**config.mk**
```make
export PLATFORM = sky130hd
export DESIGN_NAME = drc_burst_scheduler
export DESIGN_NICKNAME = d
export VERILOG_FILES = /design/src/rtl/drc_burst_scheduler.sv
export SDC_FILE = /design/constraint.sdc
export NUM_CORES = 1
export LEC_CHECK = 0
export CORE_ASPECT_RATIO = 0.75
export CORE_UTILIZATION = 44
export CTS_CLUSTER_SIZE = 12
export DETAILED_ROUTE_END_ITERATION = 10
export MAX_ROUTING_LAYER = met4
export PLACE_DENSITY = 0.77
export REMOVE_ABC_BUFFERS = 1
export SETUP_SLACK_MARGIN = 0.1
export SYNTH_ARGS = -nofsm -noshare
export SYNTH_HDL_FRONTEND = slang
export SYNTH_SLANG_ARGS = --single-unit
```
**constraint.sdc**
```tcl
create_clock -name i_clk -period 10.35 [get_ports i_clk]
set_input_delay 2.07 -clock i_clk [delete_from_list [all_inputs] [get_ports i_clk]]
set_output_delay 2.07 -clock i_clk [all_outputs]
set_load 0.01 [all_outputs]
```
**src/rtl/drc_burst_scheduler.sv**
```systemverilog
// Splits one transfer request into AXI INCR burst descriptors. Each descriptor is
// released only after the data FIFO holds all of its beats. Optional counters: DRC_BURST_STATS_EN.
module drc_burst_scheduler #(
  parameter int p_max_beats = 128,
  parameter int p_cnt_w     = 10
) (
  input  logic               i_clk,
  input  logic               i_rst,
  input  logic               req_valid,
  output logic               req_ready,
  input  logic [31:0]        req_addr,
  input  logic [23:0]        req_beats,
  input  logic [p_cnt_w-1:0] data_count,
  input  logic               data_rd,
  input  logic               burst_full,
  output logic               burst_wr,
  output logic [39:0]        burst_out,
  output logic               busy,
  output logic               done,
  output logic               err
`ifdef DRC_BURST_STATS_EN
  ,
  output logic [31:0]        stat_bursts,
  output logic [15:0]        stat_splits
`endif
);

  typedef enum logic [2:0] {S_IDLE, S_CALC, S_WAIT, S_ISSUE, S_DONE} state_t;

  state_t             state_q, state_d;
  logic [31:0]        addr_q, addr_d;
  logic [23:0]        rem_q, rem_d;
  logic [7:0]         len_q, len_d;
  logic [p_cnt_w:0]   resv_q, resv_d;
  logic               err_q, err_d;

  logic [7:0]         cap, room_m1, len_calc;
  logic [p_cnt_w:0]   avail;
  logic               data_ok, rd_ok;
  logic               unused_addr_lsb;

  assign unused_addr_lsb = ^req_addr[3:0];

  // Page room is held as (room-1) so 256 fits in 8 bits; cap is never 0 in CALC.
  assign cap      = (rem_q > 24'(p_max_beats)) ? 8'(p_max_beats) : rem_q[7:0];
  assign room_m1  = 8'hFF - addr_q[11:4];
  assign len_calc = ((cap - 8'd1) <= room_m1) ? cap : room_m1 + 8'd1;

  // Signed availability: a set MSB means more beats are reserved than present.
  assign avail   = {1'b0, data_count} - resv_q;
  assign data_ok = !avail[p_cnt_w] && (avail >= (p_cnt_w+1)'(len_q));
  assign rd_ok   = data_rd && (resv_q != '0);

  always_comb begin
    state_d   = state_q;
    addr_d    = addr_q;
    rem_d     = rem_q;
    len_d     = len_q;
    req_ready = 1'b0;
    burst_wr  = 1'b0;
    done      = 1'b0;
    case (state_q)
      S_IDLE: begin
        req_ready = 1'b1;
        if (req_valid) begin
          addr_d  = {req_addr[31:4], 4'h0};
          rem_d   = req_beats;
          state_d = (req_beats == '0) ? S_DONE : S_CALC;
        end
      end
      S_CALC: begin
        len_d   = len_calc;
        state_d = S_WAIT;
      end
      S_WAIT: if (data_ok && !burst_full) state_d = S_ISSUE;
      S_ISSUE: begin
        // Re-checked here so a full that rises after WAIT still blocks the strobe.
        if (!burst_full) begin
          burst_wr = 1'b1;
          addr_d   = addr_q + {20'h0, len_q, 4'h0};
          rem_d    = rem_q - 24'(len_q);
          state_d  = (rem_q == 24'(len_q)) ? S_DONE : S_CALC;
        end
      end
      S_DONE: begin
        done    = 1'b1;
        state_d = S_IDLE;
      end
      default: state_d = S_IDLE;
    endcase
  end

  assign resv_d    = resv_q + (burst_wr ? (p_cnt_w+1)'(len_q) : '0)
                            - {{p_cnt_w{1'b0}}, rd_ok};
  assign err_d     = err_q | (data_rd && (resv_q == '0));
  assign burst_out = burst_wr ? {addr_q, len_q} : 40'h0;
  assign busy      = (state_q != S_IDLE);
  assign err       = err_q;

  always_ff @(posedge i_clk or posedge i_rst) begin
    if (i_rst) begin
      state_q <= S_IDLE;
      addr_q  <= '0;
      rem_q   <= '0;
      len_q   <= '0;
      resv_q  <= '0;
      err_q   <= 1'b0;
    end else begin
      state_q <= state_d;
      addr_q  <= addr_d;
      rem_q   <= rem_d;
      len_q   <= len_d;
      resv_q  <= resv_d;
      err_q   <= err_d;
    end
  end

`ifdef DRC_BURST_STATS_EN
  logic [31:0] bursts_q;
  logic [15:0] splits_q;
  logic        first_q;

  always_ff @(posedge i_clk or posedge i_rst) begin
    if (i_rst) begin
      bursts_q <= '0;
      splits_q <= '0;
      first_q  <= 1'b0;
    end else begin
      if (req_valid && req_ready) first_q <= 1'b1;
      else if (burst_wr)          first_q <= 1'b0;
      if (burst_wr) bursts_q <= bursts_q + 32'd1;
      // A first burst that leaves beats behind means the request was split.
      if (burst_wr && first_q && (rem_q != 24'(len_q))) splits_q <= splits_q + 16'd1;
    end
  end

  assign stat_bursts = bursts_q;
  assign stat_splits = splits_q;
`endif

endmodule
```
Yosys cells after proc, flatten, opt, wreduce, memory -nomap -nowiden

Cells that the tools add are included.

Mux-type cells: 20
Eq/ne operators: 8
$add $sub $neg: 8
Order comparisons: 3
Bitwise gates (word level): 1
Reduce and logical (&&, ||, !) cells: 14

Operators with widths:

| operator                                                                         | number |
|---|---|
| 32-bit two-way mux                                                               | 2 |
| 32-bit case mux with 2 select lines                                              | 1 |
| 24-bit two-way mux                                                               | 2 |
| 24-bit case mux with 2 select lines                                              | 1 |
| 40-bit two-way mux                                                               | 1 |
| 32-bit by 12-bit adder with 32-bit output                                        | 1 |
| 24-bit by 8-bit == test with 1-bit output                                        | 1 |
| 24-bit by 8-bit greater-than comparator with 1-bit output, second input constant | 1 |
| 24-bit logical NOT                                                               | 1 |
| 8-bit two-way mux                                                                | 3 |
| 24-bit by 8-bit subtractor with 24-bit output                                    | 1 |
| 3-bit two-way mux                                                                | 5 |
| 3-bit case mux with 4 select lines                                               | 1 |
| 11-bit by 8-bit adder with 11-bit output                                         | 1 |
| 11-bit by 8-bit greater-or-equal comparator with 1-bit output                    | 1 |
| 11-bit logical NOT                                                               | 1 |
| 11-bit nonzero test                                                              | 1 |
| 10-bit by 11-bit subtractor with 11-bit output                                   | 1 |
| 11-bit by 1-bit subtractor with 11-bit output                                    | 1 |
| 8-bit by 1-bit adder with 8-bit output, second input constant                    | 1 |
| 8-bit less-or-equal comparator                                                   | 1 |
| 8-bit by 1-bit subtractor with 8-bit output, second input constant               | 1 |
| 8-bit subtractor, first input constant                                           | 1 |
| 3-bit by 2-bit == test with 1-bit output, second input constant                  | 2 |
| other kinds (11)                                                                 | 21 |

Bits of input ports: 71
Logic and storage cells: 60
Output and inout bits: 45
Flip-flop bits (word level): 79

Longest topological paths before layout

Gate-level depths: netlist of run 1.

Depth in word-level cells: 6
Gate-level depth with buffers: 20
Mapped depth without buffers: 18

Worst setup path after synthesis of run 1

Ideal clock, no wire load.

Path kind: input-to-output
From: in burst_full
To: out burst_out[12]
Stages: 7
Path buffers: 3
Required time: 8.280 ns
Data arrival time: 3.366 ns
Slack: 4.914 ns
Path through: nor2_1 -> a21oi_1 -> or2_2 -> buf_2 -> buf_2 -> buf_1 -> nor3_1

Cells in the longest elaborated chain, start to end: 3

Ends and longest elaborated chain:

| element            | line | text |
|---|---|---|
| start: declaration | 15   | `input logic burst_full,` |
| 1-bit two-way mux  | 78   | `if (!burst_full) begin` |
| 1-bit two-way mux  | 62   | `case (state_q)` |
| 40-bit two-way mux | 96   | `assign burst_out = burst_wr ? {addr_q, len_q} : 40'h0;` |
| end: declaration   | 17   | `output logic [39:0] burst_out,` |

Every way passes these cells.

Final worst setup path of run 1

From: in burst_full
To: out burst_out[6]

The elaborated chain is that of the path after synthesis.

==> metrics, run 1 <==
status finished, final reports clean; CTS H-tree lvls 3; Post-synth EDFFs 0; pwr/cell area 338 nW/um2; CTS clk-pin slew, worst paths 0.06 ns; Seq pwr share 0.234; Routed wire per std cell 15.5 um; Die ar. roughly 15,000 um2; vias in the first global route 5,741; fin crit share 0.660; Clock Sinks 75; Synth Warn # 0; Initial Utilization 0.453; Synth Cell Area 6570 um2; Sw Pwr between 1000 and 1500 uW; TNS Setup 0 ns; chip height 108 um; synth unique cells between 60 and 70; leak pwr 0.00357 uW; insertion delay to the later sink of the worst-skew pair 0.34 ns; drc violations 0; TritonCTS buffer count 9; cell count after synthesis 824; IO Pins between 100 and 150; core region area roughly 15,000 um2; DRT Wirelength 17.3 mm; fin crit period 6.83 ns; GRT Total Usage 0.237; met2 usage 0.351; DR pass1 iterations 5; Hold Violations, Final 0; CP Launch Type primary input; antenna violations before repair 0; MaxCap Viol Count 0; placed cells 1,097; Final Instance Area 8070 um2; Pins Over Slew Limit 0; Post-Layout Cell Count about 1,100; Iter 0 DRT Violations 475; clk root buf clkbuf_16; DP Area 7770 um2; largest net degree at the start of global routing 85; Most Crowded Layer GR met2; # rows 38; first-pass GRT wire length ~28 mm; Highest Clock Rate roughly 150 MHz; Vias approximately 6,300; Crit path arrival time 4.76 ns; Die X-Extent 143 um; post_cts resized 0; register-to-register setup slack 5.55 ns; Hold Crit Class reg -> reg; CP Data Required Time 8.28 ns; Yosys top cell by area dfrtp_1; endpoints failing setup 0; Syn Area/Cell around 8.0 um2; part of the power in the clock network 0.117; Final #Nets ~1,000; postcts setup bufs 0; CTS max path bufs 2; CTS tree built; GRT overflow 0; Area contributors post-synth dfrtp_1, ha_1, a21oi_1; Synth async-reset ratio 1.00; ANT nets after route 0; RSZ-0062 raised after global routing false; Vias/cell 5.69; Inserted Diodes 0; met1 Track Usage GR 0.339; top-area cell type share of the netlist area 0.286; post-DP HPWL about 12 mm; combinational power share 0.649; Critical Path End Type output pin; Final Util 0.557; top_reg_cell synth dfrtp_1; Max VDD drop 0.170 mV; hold buffer count at cts 0; ratio of cells with drive above 1 in the final layout 0.0460; Worst Skew 0.00706 ns; register bit total from synthesis 75; GP Congestion 0.869; measured slew at the worst slew-check pin 0.992 ns; CP Class in -> out; Slew headroom 0.339; switching share of power 0.484; proportion of synthesized chip area in sequential cells 0.286; Pint around 1400 uW; critical path fanouts, max 24; # port buffers 107; met3 usage 0.0360; Syn-to-layout area delta 23.0%
## state kept, by name, indices dropped and copies added (netlist names)
register / flops
addr_q: 28
err: 1
len_q: 8
rem_q: 24
resv_q: 11
state_q: 3
## final timing paths
kind	from	endpoint	cells after the start
worst min register to register	err	err	1
worst max-delay path	burst_full	burst_out[6]	8
min in group asynchronous	i_rst	rem_q[18]	3
max in group asynchronous	i_rst	resv_q[3]	3
worst min-delay path	err	err	1
worst max register to register	rem_q[8]	len_q[5]	15
## power groups by stage
| stage | registers [uW] | clock network (uW) | logic, uW |
|---|---|---|---|
| floorplan | 572 | 0 | 1360 |
| global placement | 633 | 0 | 1710 |
| detailed placement | 637 | 0 | 1750 |
| CTS | 633 | 324 | 1770 |
| global route | 660 | 335 | 2000 |
| finish | 638 | 320 | 1770 |
## stage by stage
stage               power [uW]  worst slack [ns]  hold WS, ns
global route              3000              3.33        0.502
detailed placement        2390              3.59        0.458
global placement          2340              3.63        0.457
CTS                       2720              3.57        0.472
floorplan                 1930              3.76        0.485
finish                    2730              3.52        0.463
## worst max-delay path, cell delays in order
cell             delay, ns
clkdlybuf4s50_1       0.47
nor2_1                0.17
a21oi_1               0.11
or2_2                 0.50
nor2_2                0.56
nand2_1               0.25
inv_1                 0.10
clkdlybuf4s50_1       0.53
## layout by cell type (no fill, tap or decap), types with 9 or more instances in the layout
| cell type | n |
|---|---|
| clkdlybuf4s50_1 | 107 |
| dfrtp_1 | 75 |
| nand2_1 | 72 |
| a21oi_1 | 70 |
| ha_1 | 63 |
| inv_1 | 62 |
| nor2_1 | 61 |
| o21ai_0 | 51 |
| and3_1 | 34 |
| nand3_1 | 31 |
| nor3_1 | 25 |
| xnor2_1 | 19 |
| xor2_1 | 15 |
| o22ai_1 | 14 |
| a2bb2oi_1 | 13 |
| or3_1 | 13 |
| a21o_1 | 11 |
| a31oi_1 | 11 |
| nor4_1 | 11 |
| clkbuf_16 | 9 |
## layout make-up
class / instances / area, um2
clock buffers: 14 / 284
flip-flops and latches: 75 / 1880
repair buffers: 113 / 1120
fillers: 1357 / 6430
clock inverters: 2 / 16.3
multi-input cells: 646 / 4290
well taps: 200 / 250
inverters: 63 / 236
## cell usage after synthesis (7+ instances only)
cell	instances
dfrtp_1	75
nand2_1	72
a21oi_1	70
ha_1	63
inv_1	63
nor2_1	63
o21ai_0	51
and3_1	34
clkbuf_1	33
nand3_1	31
nor3_1	25
xnor2_1	19
xor2_1	15
o22ai_1	14
a2bb2oi_1	13
or3_1	13
a21o_1	11
a31oi_1	11
nor4_1	11
a211oi_1	8
nor2b_1	8
o21a_1	8
o22a_1	8
nand2b_1	7
nand4_1	7
o211ai_1	7
## kinds of logic (layout without fill, tap and decap cells)
logic type / count (synthesis) / in the layout / share of synthesized area
and+or+nand+nor: 300 / 300 / 0.232
AOI/OAI and AO/OA: 238 / 238 / 0.235
buffers and inverters: 106 / 192 / 0.0642
DFF: 75 / 75 / 0.286
adders and majority gates: 67 / 67 / 0.132
xor gates and xnor gates: 34 / 34 / 0.0454
muxes: 3 / 3 / 0.00476
other: 1 / 4 / 0.000571
## layer usage
layer | wire length [um] | vias up
li1 | - | 3156
met1 | 8610 | 2952
met2 | 7400 | 213
met3 | 1130 | 13
met4 | 123 | 0
met5 | 0 | -
Note: power is estimated with default switching activity, not from simulation.
==> inputs of run 2 (changes only) <==
--- a/config.mk
+++ b/config.mk
@@ -10,7 +10,7 @@
 export CTS_CLUSTER_SIZE = 12
 export DETAILED_ROUTE_END_ITERATION = 10
 export MAX_ROUTING_LAYER = met4
-export PLACE_DENSITY = 0.77
+export PLACE_DENSITY = 0.79
 export REMOVE_ABC_BUFFERS = 1
 export SETUP_SLACK_MARGIN = 0.1
 export SYNTH_ARGS = -nofsm -noshare
==> constraint.sdc (replaced) <==
create_clock -name i_clk -period 6.25 [get_ports i_clk]
set_input_delay 1.25 -clock i_clk [delete_from_list [all_inputs] [get_ports i_clk]]
set_output_delay 1.25 -clock i_clk [all_outputs]
set_load 0.01 [all_outputs]
==> metrics, run 2 (same netlist as run 1, synthesis figures left out) <==
status finished, final reports clean; GP Congestion 0.877 (+0.99%); post-route setup slack 1.29 ns (-2.24 ns); measured slew at the worst slew-check pin 1.08 ns (+0.0868 ns); Highest Clock Rate 202 MHz; Final Instance Area 8100 um2 (+0.28%); Post-Layout Cell Count 1,116 (+0.27%); Inserted Diodes 0 (unchanged); first-pass GRT wire length 29.3 mm (+3.8%); TritonCTS buffer count 9 (unchanged); Vias/cell 5.74 (+0.79%); total design power 4560 uW (+67%); leak pwr 0.00357 uW (+0.22%); postcts setup bufs 0 (unchanged); switching share of power 0.486 (+0.00216); chip height 108 um (unchanged); post-DP HPWL 12.8 mm (+2.7%); Critical Path End Type register; Pint 2340 uW (+66%); endpoints failing setup 0 (unchanged); Die ar. 15,400 um2 (unchanged); # rows 38 (unchanged); combinational power share 0.651 (+0.002); commonest non-fill, non-tap cells in the layout clkdlybuf4s50_1, dfrtp_1, nand2_1; Hold Crit Class reg -> reg; commonest non-fill, non-tap cell in the layout clkdlybuf4s50_1; Sw Pwr 2220 uW (+68%); ANT nets after route 0 (unchanged); crit-path max cell delay 0.50 ns (-0.06 ns); fin crit period 4.96 ns; post_cts resized 0 (unchanged); uppermost layer routed met4; Routed wire per std cell 15.7 um (+1.3%); filler cell count in the final layout 1,365 (+0.59%); vias in the first global route 5,948 (+3.6%); Slew headroom 0.280 (-0.0589); CP Data Required Time 6.50 ns (-1.78 ns); Seq pwr share 0.232 (-0.002); Iter 0 DRT Violations 421 (-11%); DR pass1 iterations 5 (unchanged); Hold Violations, Final 0 (unchanged); clk root buf clkbuf_16; pwr/cell area 563 nW/um2 (+66%); RSZ-0062 raised after global routing false; Top reg by flops addr_q; CTS H-tree lvls 3 (unchanged); Vias 6,401 (+1.1%); ratio of cells with drive above 1 in the final layout 0.0502 (+0.00422); DP Area 7790 um2 (+0.29%); Initial Utilization 0.453 (unchanged); Largest regs addr_q (28), rem_q (24), resv_q (11); GRT overflow 0 (unchanged); DRT Wirelength 17.5 mm (+1.5%); metal3 WL 1.33 mm (+18%); Pins Over Slew Limit 0 (unchanged); placed cells 1,100 (+0.27%); insertion delay to the later sink of the worst-skew pair 0.34 ns (about the same); Worst Skew 0.0113 ns (+0.00427 ns); IO Pins 116 (unchanged); Syn-to-layout area delta 23.3%; CP Buf/Inv Count 2 (-1); drc violations 0 (unchanged); Setup WS pre-CTS 1.02 ns (-2.56 ns); Crit path arrival time 5.21 ns (+0.45 ns); met1 WL 8.49 mm (-1.4%); Die X-Extent 143 um (unchanged); CTS max path bufs 2 (unchanged); Largest register FFs 28 (unchanged); GRT Total Usage 0.247 (+0.0101); TNS Setup 0 ns (unchanged); CP Class in -> reg; Crit path max-delay family simple AND/OR/NAND/NOR gates; met2 WL 7.47 mm (+0.85%); hold buffer count at cts 0 (unchanged); CP Launch Type primary input; critical path fanouts, max 10 (-58%); part of the power in the clock network 0.118 (about the same); Final #Nets 1,049 (+0.29%); crit path cell chain clkdlybuf4s50_1 -> nor2_1 -> a21oi_1 -> or2_2 -> nor2_2 -> nand2_1 -> ha_1 -> inv_1 -> ha_1 -> a21o_1 -> a21oi_1 -> o21ai_0 -> or4_1 -> a41oi_1 -> o21ai_0 -> xnor2_1; antenna violations before repair 0 (unchanged); MaxCap Viol Count 0 (unchanged); fin crit share 0.794; CP max-delay cell nor2_2; CTS clk-pin slew, worst paths 0.06 ns (about the same); Max VDD drop 0.405 mV (+140%); largest net degree at the start of global routing 91 (+7.1%); CTS tree built; core region area 14,500 um2 (unchanged); Clock Sinks 75 (unchanged); # port buffers 107 (unchanged)
run 2: metal layers:
layer | global-route usage | vias to the layer above
met5 | - | -
met2 | 0.359 | 238
met3 | 0.0512 | 28
li1 | - | 3146
met4 | 0.0714 | 0
met1 | 0.342 | 2989
run 2: worst paths after layout:
check,to,slack [ns],depth (start not counted),from
max in group asynchronous,rem_q[23],3.80,3,i_rst
hold / removal,err,0.47,1,err
setup / recovery,resv_q[9],1.29,16,burst_full
setup reg to reg,len_q[2],1.41,15,rem_q[14]
min in group asynchronous,addr_q[25],1.49,2,i_rst
hold reg to reg,err,0.47,1,err
run 2: per-stage QoR:
| stage | utilization | hold WS [ns] |
|---|---|---|
| 6_report | 0.558 | 0.472 |
| 5_1_grt | 0.558 | 0.509 |
| 4_1_cts | 0.558 | 0.479 |
| 3_5_place_dp | 0.538 | 0.465 |
| 3_3_place_gp | 0.538 | 0.454 |
| 2_1_floorplan | - | 0.485 |
run 2: area by class of cell:
class | instances | area (um2) | area share
clock buffers | 9 | 225 | 0.0278
clock inverters | 7 | 75.1 | 0.00927
inverters | 63 | 236 | 0.0292
multi-input cells | 646 | 4290 | 0.530
flip-flops and latches | 75 | 1880 | 0.232
well taps | 200 | 250 | 0.0309
repair buffers | 116 | 1140 | 0.141
run 2: power groups by stage:
stage | Combinational, uW | Sequential [uW] | Clock, uW
after floorplan | 2240 | 947 | 0
after global placement | 2840 | 1040 | 0
after detailed placement | 2920 | 1050 | 0
after CTS | 2950 | 1050 | 551
after global routing | 3350 | 1100 | 567
final | 2970 | 1060 | 536
==> inputs of run 3 (changes only) <==
==> constraint.sdc (replaced) <==
create_clock -name i_clk -period 4.15 [get_ports i_clk]
set_input_delay 0.83 -clock i_clk [delete_from_list [all_inputs] [get_ports i_clk]]
set_output_delay 0.83 -clock i_clk [all_outputs]
set_load 0.01 [all_outputs]
==> metrics, run 3 (same netlist as run 1, synthesis figures left out) <==
antenna violations before repair 0 (unchanged); critical path fanouts, max 7 (-3); CP Class in -> reg; measured slew at the worst slew-check pin 0.787 ns (-0.292 ns); Vias 6,536 (+2.1%); DR pass1 iterations 5 (unchanged); CP Data Required Time 4.37 ns (-2.13 ns); largest net degree at the start of global routing 67 (-26%); Largest regs addr_q (28), rem_q (24), resv_q (11); chip height 108 um (unchanged); RSZ-0062 raised after global routing false; Top reg by flops addr_q; core region area 14,500 um2 (unchanged); first-pass GRT wire length 30.0 mm (+2.3%); GRT Total Usage 0.252 (+0.00509); CP Launch Type primary input; # port buffers 107 (unchanged); CTS max path bufs 2 (unchanged); RR Endpoint len_q[5]; GRT overflow 0 (unchanged); Initial Utilization 0.453 (unchanged); CTS clk-pin slew, worst paths 0.06 ns (about the same); IO Pins 116 (unchanged); drc violations 0 (unchanged); Max VDD drop 0.460 mV (+14%); Die X-Extent 143 um (unchanged); ANT nets after route 0 (unchanged); Inserted Diodes 0 (unchanged); Hold Violations, Final 0 (unchanged); Syn-to-layout area delta 27.7%; status finished, final reports clean; Routed wire per std cell 15.9 um (+0.95%); CTS H-tree lvls 3 (unchanged); Critical Path End Type register; pwr/cell area 855 nW/um2 (+52%); Clock Sinks 75 (unchanged); Final #Nets 1,081 (+3.1%); Hold Crit Class reg -> reg; clk root buf clkbuf_16; ratio of cells with drive above 1 in the final layout 0.0939 (+0.0437); Highest Clock Rate ~260 MHz; MaxCap Viol Count 0 (unchanged); DRT Wirelength 18.2 mm (+3.8%); Iter 0 DRT Violations 440 (+4.5%); Worst Skew 0.00798 ns (-0.00335 ns); Hold Startpoint err; CTS tree built; post-DP HPWL 13.4 mm (+4.4%); hold path depth 1 (unchanged); commonest non-fill, non-tap cell in the layout clkdlybuf4s50_1; TNS Setup 0 ns (unchanged); TritonCTS buffer count 9 (unchanged); GP Congestion 0.923 (+5.2%); vias in the first global route 6,136 (+3.2%); DP Area 8020 um2 (+2.9%); fin crit period just under 4 ns; Die ar. 15,400 um2 (unchanged); Final Instance Area 8390 um2 (+3.6%); hold buffer count at cts 0 (unchanged); register-to-register setup slack 0.30 ns (-1.11 ns); hold_ws 0.469 ns (-0.00293 ns); Reg2Reg Depth 16 (+1); end of the worst hold path err; fin crit share 0.937; CP Launch Point burst_full; # rows 38 (unchanged); endpoints failing setup 0 (unchanged); insertion delay to the later sink of the worst-skew pair 0.35 ns (about the same); Slew headroom 0.474 (+0.194); Pins Over Slew Limit 0 (unchanged); Vias/cell 5.69 (-0.74%); Largest register FFs 28 (unchanged); R2R Path Start rem_q[14]; leak pwr 0.00373 uW (+4.2%); Crit path arrival time 4.11 ns (-1.10 ns); commonest non-fill, non-tap cells in the layout clkdlybuf4s50_1, dfrtp_1, nand2_1
-- run 3: worst max-delay path by stage --
stage / to / slack (ns)
detailed placement: resv_q[9] / -0.21
finish: resv_q[9] / 0.26
CTS: resv_q[9] / 0.13
global placement: resv_q[9] / -0.12
global route: resv_q[9] / 0.04
floorplan: addr_q[30] / -0.21
-- run 3: layout make-up --
| class | instances | area, um2 |
|---|---|---|
| Fill cell | 1310 | 6120 |
| Multi-Input combinational cell | 646 | 4350 |
| Sequential cell | 75 | 1880 |
| Timing Repair Buffer | 148 | 1400 |
| Tap cell | 200 | 250 |
| Inverter | 63 | 236 |
| Clock buffer | 10 | 229 |
| Clock inverter | 6 | 41.3 |
-- run 3: stage by stage --
stage                     cells  power (uW)  utilization  worst slack (ns)
after floorplan             784        4810            -            -0.214
after global placement     1128        6050        0.553            -0.118
after detailed placement   1128        6230        0.553            -0.213
after CTS                  1144        7010        0.572             0.131
after global routing       1148        7840        0.578            0.0362
final                      1148        7170        0.578             0.261
-- run 3: timing repair --
item,in CTS,in global routing
buffers inserted,0,3
gates resized for setup,0,14
endpoints found under the setup margin,0,12
-- run 3: layer usage --
metal / global-route usage / vias to the layer above / wire length, um
li1: - / 3226 / -
met1: 0.353 / 3069 / 8810
met2: 0.382 / 220 / 8080
met3: 0.0378 / 21 / 1110
met4: 0.0561 / 0 / 204
met5: - / - / 0
-- run 3: report_power, final --
group	switching, uW	internal, uW
clock	339	405
sequential	475	1110
combinational	2640	2190
total	3450	3710
-- run 3: critical path: stages --
cell,delay [ns]
clkdlybuf4s50_1,0.44
nor2_2,0.16
a21oi_2,0.07
or2_2,0.30
nor2_2,0.12
buf_6,0.13
nand2_1,0.11
ha_4,0.30
inv_1,0.03
ha_1,0.27
a21o_1,0.17
a21oi_2,0.17
o21ai_1,0.12
or4_4,0.44
a41oi_2,0.19
o21ai_0,0.11
xnor2_1,0.14
